===== src/rtl/pipeline_ctrl_if.sv =====
// Pipeline-control bundle: hazard/status inputs from the datapath and the
// bar enables, flushes and forwarding flags returned to it.
interface pipeline_ctrl_if;
    logic       ihit;
    logic       dhit;
    logic       dREN_3;
    logic       dWEN_3;
    logic       dREN_2;
    logic [4:0] rt_2;
    logic [4:0] rs_1;
    logic [4:0] rt_1;
    logic       uses_rt_1;
    logic       take_3;
    logic       halt_4;

    logic       pc_en;
    logic       en_1;
    logic       en_2;
    logic       en_3;
    logic       en_4;
    logic       flush_1;
    logic       flush_2;
    logic       flush_3;
    logic       lwForwardA;
    logic       lwForwardB;
    logic       halted;
    logic       mem_timeout;
    logic [1:0] state;

    modport master (
        output ihit, dhit, dREN_3, dWEN_3, dREN_2, rt_2, rs_1, rt_1,
               uses_rt_1, take_3, halt_4,
        input  pc_en, en_1, en_2, en_3, en_4, flush_1, flush_2, flush_3,
               lwForwardA, lwForwardB, halted, mem_timeout, state
    );

    modport slave (
        input  ihit, dhit, dREN_3, dWEN_3, dREN_2, rt_2, rs_1, rt_1,
               uses_rt_1, take_3, halt_4,
        output pc_en, en_1, en_2, en_3, en_4, flush_1, flush_2, flush_3,
               lwForwardA, lwForwardB, halted, mem_timeout, state
    );
endinterface


===== src/rtl/pipeline_ctrl.sv =====
// Pipeline sequencer: per-cycle bar load/bubble/PC decisions, load-use
// forwarding flags, sticky halt and data-memory wait watchdog.
module pipeline_ctrl #(
    parameter int unsigned TIMEOUT = 64,
    parameter int unsigned CW      = 7
) (
    input logic            CLK,
    input logic            nRST,
    pipeline_ctrl_if.slave pipe
);
    typedef enum logic [1:0] {
        RUN     = 2'd0,
        DWAIT   = 2'd1,
        LUSTALL = 2'd2,
        HALTED  = 2'd3
    } state_t;

    state_t        stateQ, stateD;
    logic [CW-1:0] waitCnt, waitCntD;
    logic          dwait, lu, luEntry, timeoutHit;
    logic          pcEn, en1, en2, en3, en4, fl1, fl2, fl3;
    logic          fwdA, fwdB, haltedQ, memTimeoutQ;

    assign dwait = (pipe.dREN_3 | pipe.dWEN_3) & ~pipe.dhit;
    assign lu    = pipe.dREN_2 & (pipe.rt_2 != '0) &
                   ((pipe.rt_2 == pipe.rs_1) | (pipe.uses_rt_1 & (pipe.rt_2 == pipe.rt_1)));

    always_comb begin
        stateD  = stateQ;
        pcEn    = 1'b0;
        en1     = 1'b0;
        en2     = 1'b0;
        en3     = 1'b0;
        en4     = 1'b0;
        fl1     = 1'b0;
        fl2     = 1'b0;
        fl3     = 1'b0;
        luEntry = 1'b0;
        if (!nRST) begin
            stateD = RUN;
        end else if (stateQ == HALTED) begin
            stateD = HALTED;
        end else if (pipe.halt_4) begin
            stateD = HALTED;
        end else if (dwait) begin
            stateD = DWAIT;
        end else if (pipe.take_3) begin
            // squash wins over load-use: the younger instructions are discarded anyway
            stateD = RUN;
            {pcEn, en1, en2, en3, en4} = '1;
            {fl1, fl2, fl3}            = '1;
        end else if (lu) begin
            stateD  = LUSTALL;
            luEntry = 1'b1;
            {en2, en3, en4} = '1;
            fl2     = 1'b1;
        end else if (!pipe.ihit) begin
            stateD = RUN;
            {en1, en2, en3, en4} = '1;
            fl1    = 1'b1;
        end else begin
            stateD = RUN;
            {pcEn, en1, en2, en3, en4} = '1;
        end
    end

    always_comb begin
        waitCntD = '0;
        if (dwait) begin
            waitCntD = (waitCnt == CW'(TIMEOUT)) ? waitCnt : waitCnt + CW'(1);
        end
    end

    assign timeoutHit = dwait && (waitCntD == CW'(TIMEOUT));

    always_ff @(posedge CLK or negedge nRST) begin
        if (!nRST) begin
            stateQ      <= RUN;
            waitCnt     <= '0;
            fwdA        <= 1'b0;
            fwdB        <= 1'b0;
            haltedQ     <= 1'b0;
            memTimeoutQ <= 1'b0;
        end else begin
            stateQ  <= stateD;
            waitCnt <= waitCntD;
            if (timeoutHit) begin
                memTimeoutQ <= 1'b1;
            end
            if (stateD == HALTED) begin
                haltedQ <= 1'b1;
            end
            // flags survive freezes (en2=0) and drop on the first advance after the stall
            if (luEntry) begin
                fwdA <= (pipe.rt_2 == pipe.rs_1);
                fwdB <= pipe.uses_rt_1 & (pipe.rt_2 == pipe.rt_1);
            end else if (en2) begin
                fwdA <= 1'b0;
                fwdB <= 1'b0;
            end
        end
    end

    assign pipe.pc_en       = pcEn;
    assign pipe.en_1        = en1;
    assign pipe.en_2        = en2;
    assign pipe.en_3        = en3;
    assign pipe.en_4        = en4;
    assign pipe.flush_1     = fl1;
    assign pipe.flush_2     = fl2;
    assign pipe.flush_3     = fl3;
    assign pipe.lwForwardA  = fwdA;
    assign pipe.lwForwardB  = fwdB;
    assign pipe.halted      = haltedQ;
    assign pipe.mem_timeout = memTimeoutQ;
    assign pipe.state       = stateQ;
endmodule


===== src/flat_wrapper.sv =====
// flat-port wrapper written by rule: the top's interface ports become plain ports
module pipeline_ctrl_flat 
#(
    parameter int unsigned TIMEOUT = 64,
    parameter int unsigned CW      = 7
)
  (CLK, nRST, pipe_ihit, pipe_dhit, pipe_dREN_3, pipe_dWEN_3, pipe_dREN_2, pipe_rt_2, pipe_rs_1, pipe_rt_1, pipe_uses_rt_1, pipe_take_3, pipe_halt_4, pipe_pc_en, pipe_en_1, pipe_en_2, pipe_en_3, pipe_en_4, pipe_flush_1, pipe_flush_2, pipe_flush_3, pipe_lwForwardA, pipe_lwForwardB, pipe_halted, pipe_mem_timeout, pipe_state);
  pipeline_ctrl_if pipe_i ();
  input logic CLK;
  input logic nRST;
  input wire logic [$bits(pipe_i.ihit)-1:0] pipe_ihit;
  input wire logic [$bits(pipe_i.dhit)-1:0] pipe_dhit;
  input wire logic [$bits(pipe_i.dREN_3)-1:0] pipe_dREN_3;
  input wire logic [$bits(pipe_i.dWEN_3)-1:0] pipe_dWEN_3;
  input wire logic [$bits(pipe_i.dREN_2)-1:0] pipe_dREN_2;
  input wire logic [$bits(pipe_i.rt_2)-1:0] pipe_rt_2;
  input wire logic [$bits(pipe_i.rs_1)-1:0] pipe_rs_1;
  input wire logic [$bits(pipe_i.rt_1)-1:0] pipe_rt_1;
  input wire logic [$bits(pipe_i.uses_rt_1)-1:0] pipe_uses_rt_1;
  input wire logic [$bits(pipe_i.take_3)-1:0] pipe_take_3;
  input wire logic [$bits(pipe_i.halt_4)-1:0] pipe_halt_4;
  output wire logic [$bits(pipe_i.pc_en)-1:0] pipe_pc_en;
  output wire logic [$bits(pipe_i.en_1)-1:0] pipe_en_1;
  output wire logic [$bits(pipe_i.en_2)-1:0] pipe_en_2;
  output wire logic [$bits(pipe_i.en_3)-1:0] pipe_en_3;
  output wire logic [$bits(pipe_i.en_4)-1:0] pipe_en_4;
  output wire logic [$bits(pipe_i.flush_1)-1:0] pipe_flush_1;
  output wire logic [$bits(pipe_i.flush_2)-1:0] pipe_flush_2;
  output wire logic [$bits(pipe_i.flush_3)-1:0] pipe_flush_3;
  output wire logic [$bits(pipe_i.lwForwardA)-1:0] pipe_lwForwardA;
  output wire logic [$bits(pipe_i.lwForwardB)-1:0] pipe_lwForwardB;
  output wire logic [$bits(pipe_i.halted)-1:0] pipe_halted;
  output wire logic [$bits(pipe_i.mem_timeout)-1:0] pipe_mem_timeout;
  output wire logic [$bits(pipe_i.state)-1:0] pipe_state;
  assign pipe_i.ihit = pipe_ihit;
  assign pipe_i.dhit = pipe_dhit;
  assign pipe_i.dREN_3 = pipe_dREN_3;
  assign pipe_i.dWEN_3 = pipe_dWEN_3;
  assign pipe_i.dREN_2 = pipe_dREN_2;
  assign pipe_i.rt_2 = pipe_rt_2;
  assign pipe_i.rs_1 = pipe_rs_1;
  assign pipe_i.rt_1 = pipe_rt_1;
  assign pipe_i.uses_rt_1 = pipe_uses_rt_1;
  assign pipe_i.take_3 = pipe_take_3;
  assign pipe_i.halt_4 = pipe_halt_4;
  assign pipe_pc_en = pipe_i.pc_en;
  assign pipe_en_1 = pipe_i.en_1;
  assign pipe_en_2 = pipe_i.en_2;
  assign pipe_en_3 = pipe_i.en_3;
  assign pipe_en_4 = pipe_i.en_4;
  assign pipe_flush_1 = pipe_i.flush_1;
  assign pipe_flush_2 = pipe_i.flush_2;
  assign pipe_flush_3 = pipe_i.flush_3;
  assign pipe_lwForwardA = pipe_i.lwForwardA;
  assign pipe_lwForwardB = pipe_i.lwForwardB;
  assign pipe_halted = pipe_i.halted;
  assign pipe_mem_timeout = pipe_i.mem_timeout;
  assign pipe_state = pipe_i.state;
  pipeline_ctrl #(.TIMEOUT(TIMEOUT), .CW(CW)) u_core (.CLK(CLK), .nRST(nRST), .pipe(pipe_i));
endmodule

===== config.mk =====
export PLATFORM = sky130hd
export DESIGN_NAME = pipeline_ctrl_flat
export DESIGN_NICKNAME = d
export VERILOG_FILES = /design/src/rtl/pipeline_ctrl_if.sv /design/src/rtl/pipeline_ctrl.sv /design/src/flat_wrapper.sv
export SDC_FILE = /design/constraint.sdc
export NUM_CORES = 1
export LEC_CHECK = 0
export BUFFER_PORTS_ARGS = -buffer_cell sky130_fd_sc_hd__buf_2
export CELL_PAD_IN_SITES_DETAIL_PLACEMENT = 0
export CELL_PAD_IN_SITES_GLOBAL_PLACEMENT = 1
export CORE_MARGIN = 10
export CORE_UTILIZATION = 29
export DETAILED_ROUTE_END_ITERATION = 10
export HOLD_SLACK_MARGIN = 0.02
export PLACE_DENSITY_LB_ADDON = 0.1
export SYNTH_ARGS = -nofsm -noshare
export SYNTH_HDL_FRONTEND = slang
export SYNTH_SLANG_ARGS = --single-unit

===== constraint.sdc =====
create_clock -name CLK -period 1.45 [get_ports CLK]
set_input_delay 0.29 -clock CLK [delete_from_list [all_inputs] [get_ports CLK]]
set_output_delay 0.29 -clock CLK [all_outputs]
set_load 0.1 [all_outputs]

==> out/summary.json <==
{
  "status": {"value": "finished, violations left"},
  "violations_in_the_final_reports": {"value": "setup timing"},
  "via_count_of_the_first_global_routing_pass": {"value": 952},
  "clk_pin_slew_worst_paths": {"value": 0.08, "unit": "ns"},
  "clock-root-buffer": {"value": "sky130_fd_sc_hd__clkbuf_4"},
  "placeableCoreArea": {"value": 0.00273, "unit": "mm²"},
  "cts_tree": {"value": "built"},
  "finalWeightedCongestion": {"value": 0.721},
  "finalClockSkew": {"value": 0.00103, "unit": "ns"},
  "syn_inst": {"value": 89},
  "report.final.setup_viol": {"value": 13},
  "detailed_place_hpwl": {"value": 2090, "unit": "µm"},
  "detailedPlace.worstSlack": {"value": -0.550, "unit": "ns"},
  "cts_sinks": {"value": 13},
  "avgSynthCellArea": {"value": 9.25, "unit": "µm²"},
  "ys_seq_elements": {"value": 13},
  "post_synth_num_cell_types": {"value": 31},
  "stdcell_area": {"value": 0.00170, "unit": "mm²"},
  "reg2reg_slack": {"value": -0.06, "unit": "ns"},
  "pwr_density_cell": {"value": 632, "unit": "mW/mm²"},
  "layout.core_utilization": {"value": 62.2, "unit": "%"},
  "timing.final.crit_period": {"value": 1.96, "unit": "ns"},
  "cp_max_fo": {"value": 3},
  "fp-row-count": {"value": 19},
  "synth_largest_area_cell": {"value": "sky130_fd_sc_hd__dfrtp_1"},
  "slew-limit-headroom": {"value": 66.9, "unit": "%"},
  "drc_errors": {"value": 0},
  "largest_cells_by_area_after_synthesis": {"value": "sky130_fd_sc_hd__dfrtp_1 40%, sky130_fd_sc_hd__xor2_1 11%, sky130_fd_sc_hd__xnor2_1 5.3%, sky130_fd_sc_hd__nor2_1 4.1%, sky130_fd_sc_hd__nand2_1 3.6%"},
  "number_of_buffers_created_by_cts": {"value": 3},
  "power.leakage": {"value": 0.780, "unit": "nW"},
  "period_share": {"value": 135, "unit": "%"},
  "design.final.nets": {"value": 188},
  "peakVddDrop": {"value": 0.553, "unit": "mV"},
  "top_level_ports": {"value": 39},
  "vias": {"value": 915},
  "dieWidth": {"value": 73.3, "unit": "µm"},
  "design_power": {"value": 1.08, "unit": "mW"},
  "achievable-frequency": {"value": 510, "unit": "MHz"},
  "drv.max_cap_violation_count": {"value": 0},
  "seq_area_frac_synth": {"value": 39.5, "unit": "%"},
  "finalHoldViolCount": {"value": 0},
  "cp-end-kind": {"value": "output port"},
  "postPlaceCellArea": {"value": 0.00141, "unit": "mm²"},
  "grt_start_max_net_pins": {"value": 17},
  "clock_buffer_depth": {"value": 2},
  "floorplan.initialDensity": {"value": 30.1, "unit": "%"},
  "io_buffer_count": {"value": 38},
  "synthesis.yosys.warnings": {"value": 0},
  "drt_iter0_drc": {"value": 20},
  "critPathLaunchType": {"value": "primary input"},
  "syn_nets": {"value": 116},
  "worst-endpoint-arrival": {"value": 1.67, "unit": "ns"},
  "layout_setup_ws": {"value": -0.511, "unit": "ns"},
  "synth.cell_area": {"value": 823, "unit": "µm²"},
  "worst_skew_pair.late_latency": {"value": 0.27, "unit": "ns"},
  "grt_pass1_wl": {"value": 4240, "unit": "µm"},
  "worstMarginPinSlew": {"value": 0.499, "unit": "ns"},
  "worst_ep_required_time": {"value": 1.16, "unit": "ns"},
  "design.die.area": {"value": 0.00537, "unit": "mm²"},
  "report.final.slew_viol_count": {"value": 0},
  "final_layout_size_suffix_gt1_share": {"value": 65.6, "unit": "%"},
  "crit_path_category": {"value": "primary input to output port"},
  "dr.pass1.iters": {"value": 2},
  "ant_nets": {"value": 0},
  "synth.top_cell.area_share": {"value": 39.5, "unit": "%"},
  "chipHeight": {"value": 73.3, "unit": "µm"},
  "htree_num_levels": {"value": 1},
  "grt_setup_unrepaired": {"value": "yes"},
  "antenna_found_initial": {"value": 0},
  "antenna_cells_inserted": {"value": 0},
  "layout.filler_cells": {"value": 232},
  "postRouteWirelength": {"value": 2840, "unit": "µm"},
  "type_of_the_tightest_min_delay_check": {"value": "primary input to flip-flop"},
  "area_growth_syn_to_layout": {"value": 107, "unit": "%"},
  "grt_overflow": {"value": 0},
  "vias_per_cell": {"value": 4.79},
  "gr-usage-all-layers": {"value": 9.71, "unit": "%"},
  "wire_per_inst": {"value": 14.9, "unit": "µm"}
}
==> worst max-delay path, cell delays in order <==
cell and delay, ns:
sky130_fd_sc_hd__buf_8 0.10, sky130_fd_sc_hd__or4_4 0.55, sky130_fd_sc_hd__o21ai_4 0.19, sky130_fd_sc_hd__a21oi_4 0.07, sky130_fd_sc_hd__buf_6 0.13, sky130_fd_sc_hd__o21ai_4 0.15
sky130_fd_sc_hd__buf_12 0.19
==> metrics by stage <==
stage	cells	hold slack, ns	TNS, ns
finish	191	0.326	-3.58
floorplan	89	-0.00559	-5.75
global placement	174	0.302	-2.99
CTS	187	0.298	-3.64
detailed placement	174	0.308	-3.19
global route	191	0.326	-4.34
==> per-layer routing <==
metal / wire length (µm) / vias up / GRT usage, %
met2: 1590 / 21 / 17.5
li1: - / 449 / -
met5: 0 / - / 0
met3: 174 / 4 / 4.31
met4: 30 / 0 / 1.90
met1: 1040 / 441 / 10.1
==> path summary, 6_finish.rpt <==
| kind | start | endpoint | cells after the start |
|---|---|---|---|
| max in group asynchronous | nRST | u_core.pipe.state[1] | 3 |
| worst max-delay path | pipe_rt_2[2] | pipe_pc_en | 7 |
| worst min-delay path | pipe_take_3 | u_core.pipe.lwForwardB | 2 |
| worst max register to register | u_core.waitCnt[1] | u_core.pipe.mem_timeout | 6 |
| worst min register to register | u_core.pipe.mem_timeout | u_core.pipe.mem_timeout | 1 |
| min in group asynchronous | nRST | u_core.waitCnt[2] | 3 |
==> cells in the final DEF (no fill, tap or decap), types with 3 or more instances in the layout <==
cell	netlist	layout
sky130_fd_sc_hd__buf_2	0	24
sky130_fd_sc_hd__buf_4	2	22
sky130_fd_sc_hd__buf_6	0	10
sky130_fd_sc_hd__a21oi_4	0	3
sky130_fd_sc_hd__nor2_1	9	8
sky130_fd_sc_hd__clkbuf_4	0	3
sky130_fd_sc_hd__buf_12	0	10
sky130_fd_sc_hd__dfrtp_1	13	11
sky130_fd_sc_hd__xnor2_1	5	5
sky130_fd_sc_hd__xor2_1	10	9
sky130_fd_sc_hd__nand2_1	8	6
==> cell usage after synthesis <==
cell and number:
sky130_fd_sc_hd__and3_1 1, sky130_fd_sc_hd__dfrtp_1 13, sky130_fd_sc_hd__a21oi_1 3, sky130_fd_sc_hd__a41o_1 2, sky130_fd_sc_hd__or2_2 2, sky130_fd_sc_hd__o31ai_2 1
sky130_fd_sc_hd__nand2b_1 2, sky130_fd_sc_hd__and3b_1 1, sky130_fd_sc_hd__nor3_1 1, sky130_fd_sc_hd__xor2_1 10, sky130_fd_sc_hd__o21ai_0 3, sky130_fd_sc_hd__nor2b_1 1
sky130_fd_sc_hd__or4_1 1, sky130_fd_sc_hd__and2_1 1, sky130_fd_sc_hd__nand3_1 4, sky130_fd_sc_hd__a31oi_1 1, sky130_fd_sc_hd__nand2_1 8, sky130_fd_sc_hd__o21a_1 1
sky130_fd_sc_hd__nor2_2 1, sky130_fd_sc_hd__o41ai_1 2, sky130_fd_sc_hd__a21oi_2 1, sky130_fd_sc_hd__ha_1 2, sky130_fd_sc_hd__buf_4 2, sky130_fd_sc_hd__o21ai_2 1
sky130_fd_sc_hd__inv_1 4, sky130_fd_sc_hd__nor4_1 1, sky130_fd_sc_hd__a21boi_0 2, sky130_fd_sc_hd__o21bai_2 1, sky130_fd_sc_hd__nor2_1 9, sky130_fd_sc_hd__xnor2_1 5
sky130_fd_sc_hd__nand4_1 2
==> cell type report <==
cell class,instances,area [µm²],area share [%]
Sequential cell,13,333,19.6
Timing Repair Buffer,69,638,37.5
Clock buffer,4,26.3,1.54
Tap cell,31,38.8,2.28
Inverter,4,30.0,1.76
Multi-Input combinational cell,70,636,37.4
==> repair_timing <==
item                       4_1_cts  5_1_grt
setup endpoints to repair        9       18
pin swaps                       13       20
gates resized for setup         20       19
buffers inserted                 8        4
hold endpoints to repair        13        0
hold buffers                     1        0
==> sequential cells by signal (all words and copies together) (netlist names) <==
name,flops
u_core.pipe.state,2
u_core.pipe.lwForwardA,1
u_core.pipe.lwForwardB,1
u_core.pipe.mem_timeout,1
u_core.waitCnt,7
u_core.pipe.halted,1
==> power breakdown <==
| part | switching (mW) | internal, mW |
|---|---|---|
| Combinational | 0.261 | 0.210 |
| Sequential | 0.00991 | 0.375 |
| Clock | 0.112 | 0.107 |
| Total | 0.384 | 0.692 |
==> cells by family after synthesis <==
group	share of synthesized area (%)
and+or+nand+nor	21.1
AOI/OAI and AO/OA	16.7
xor gates and xnor gates	16.0
DFF	39.5
buffers and inverters	3.65
adders and majority gates	3.04
Power figures use the tool's default switching activity.
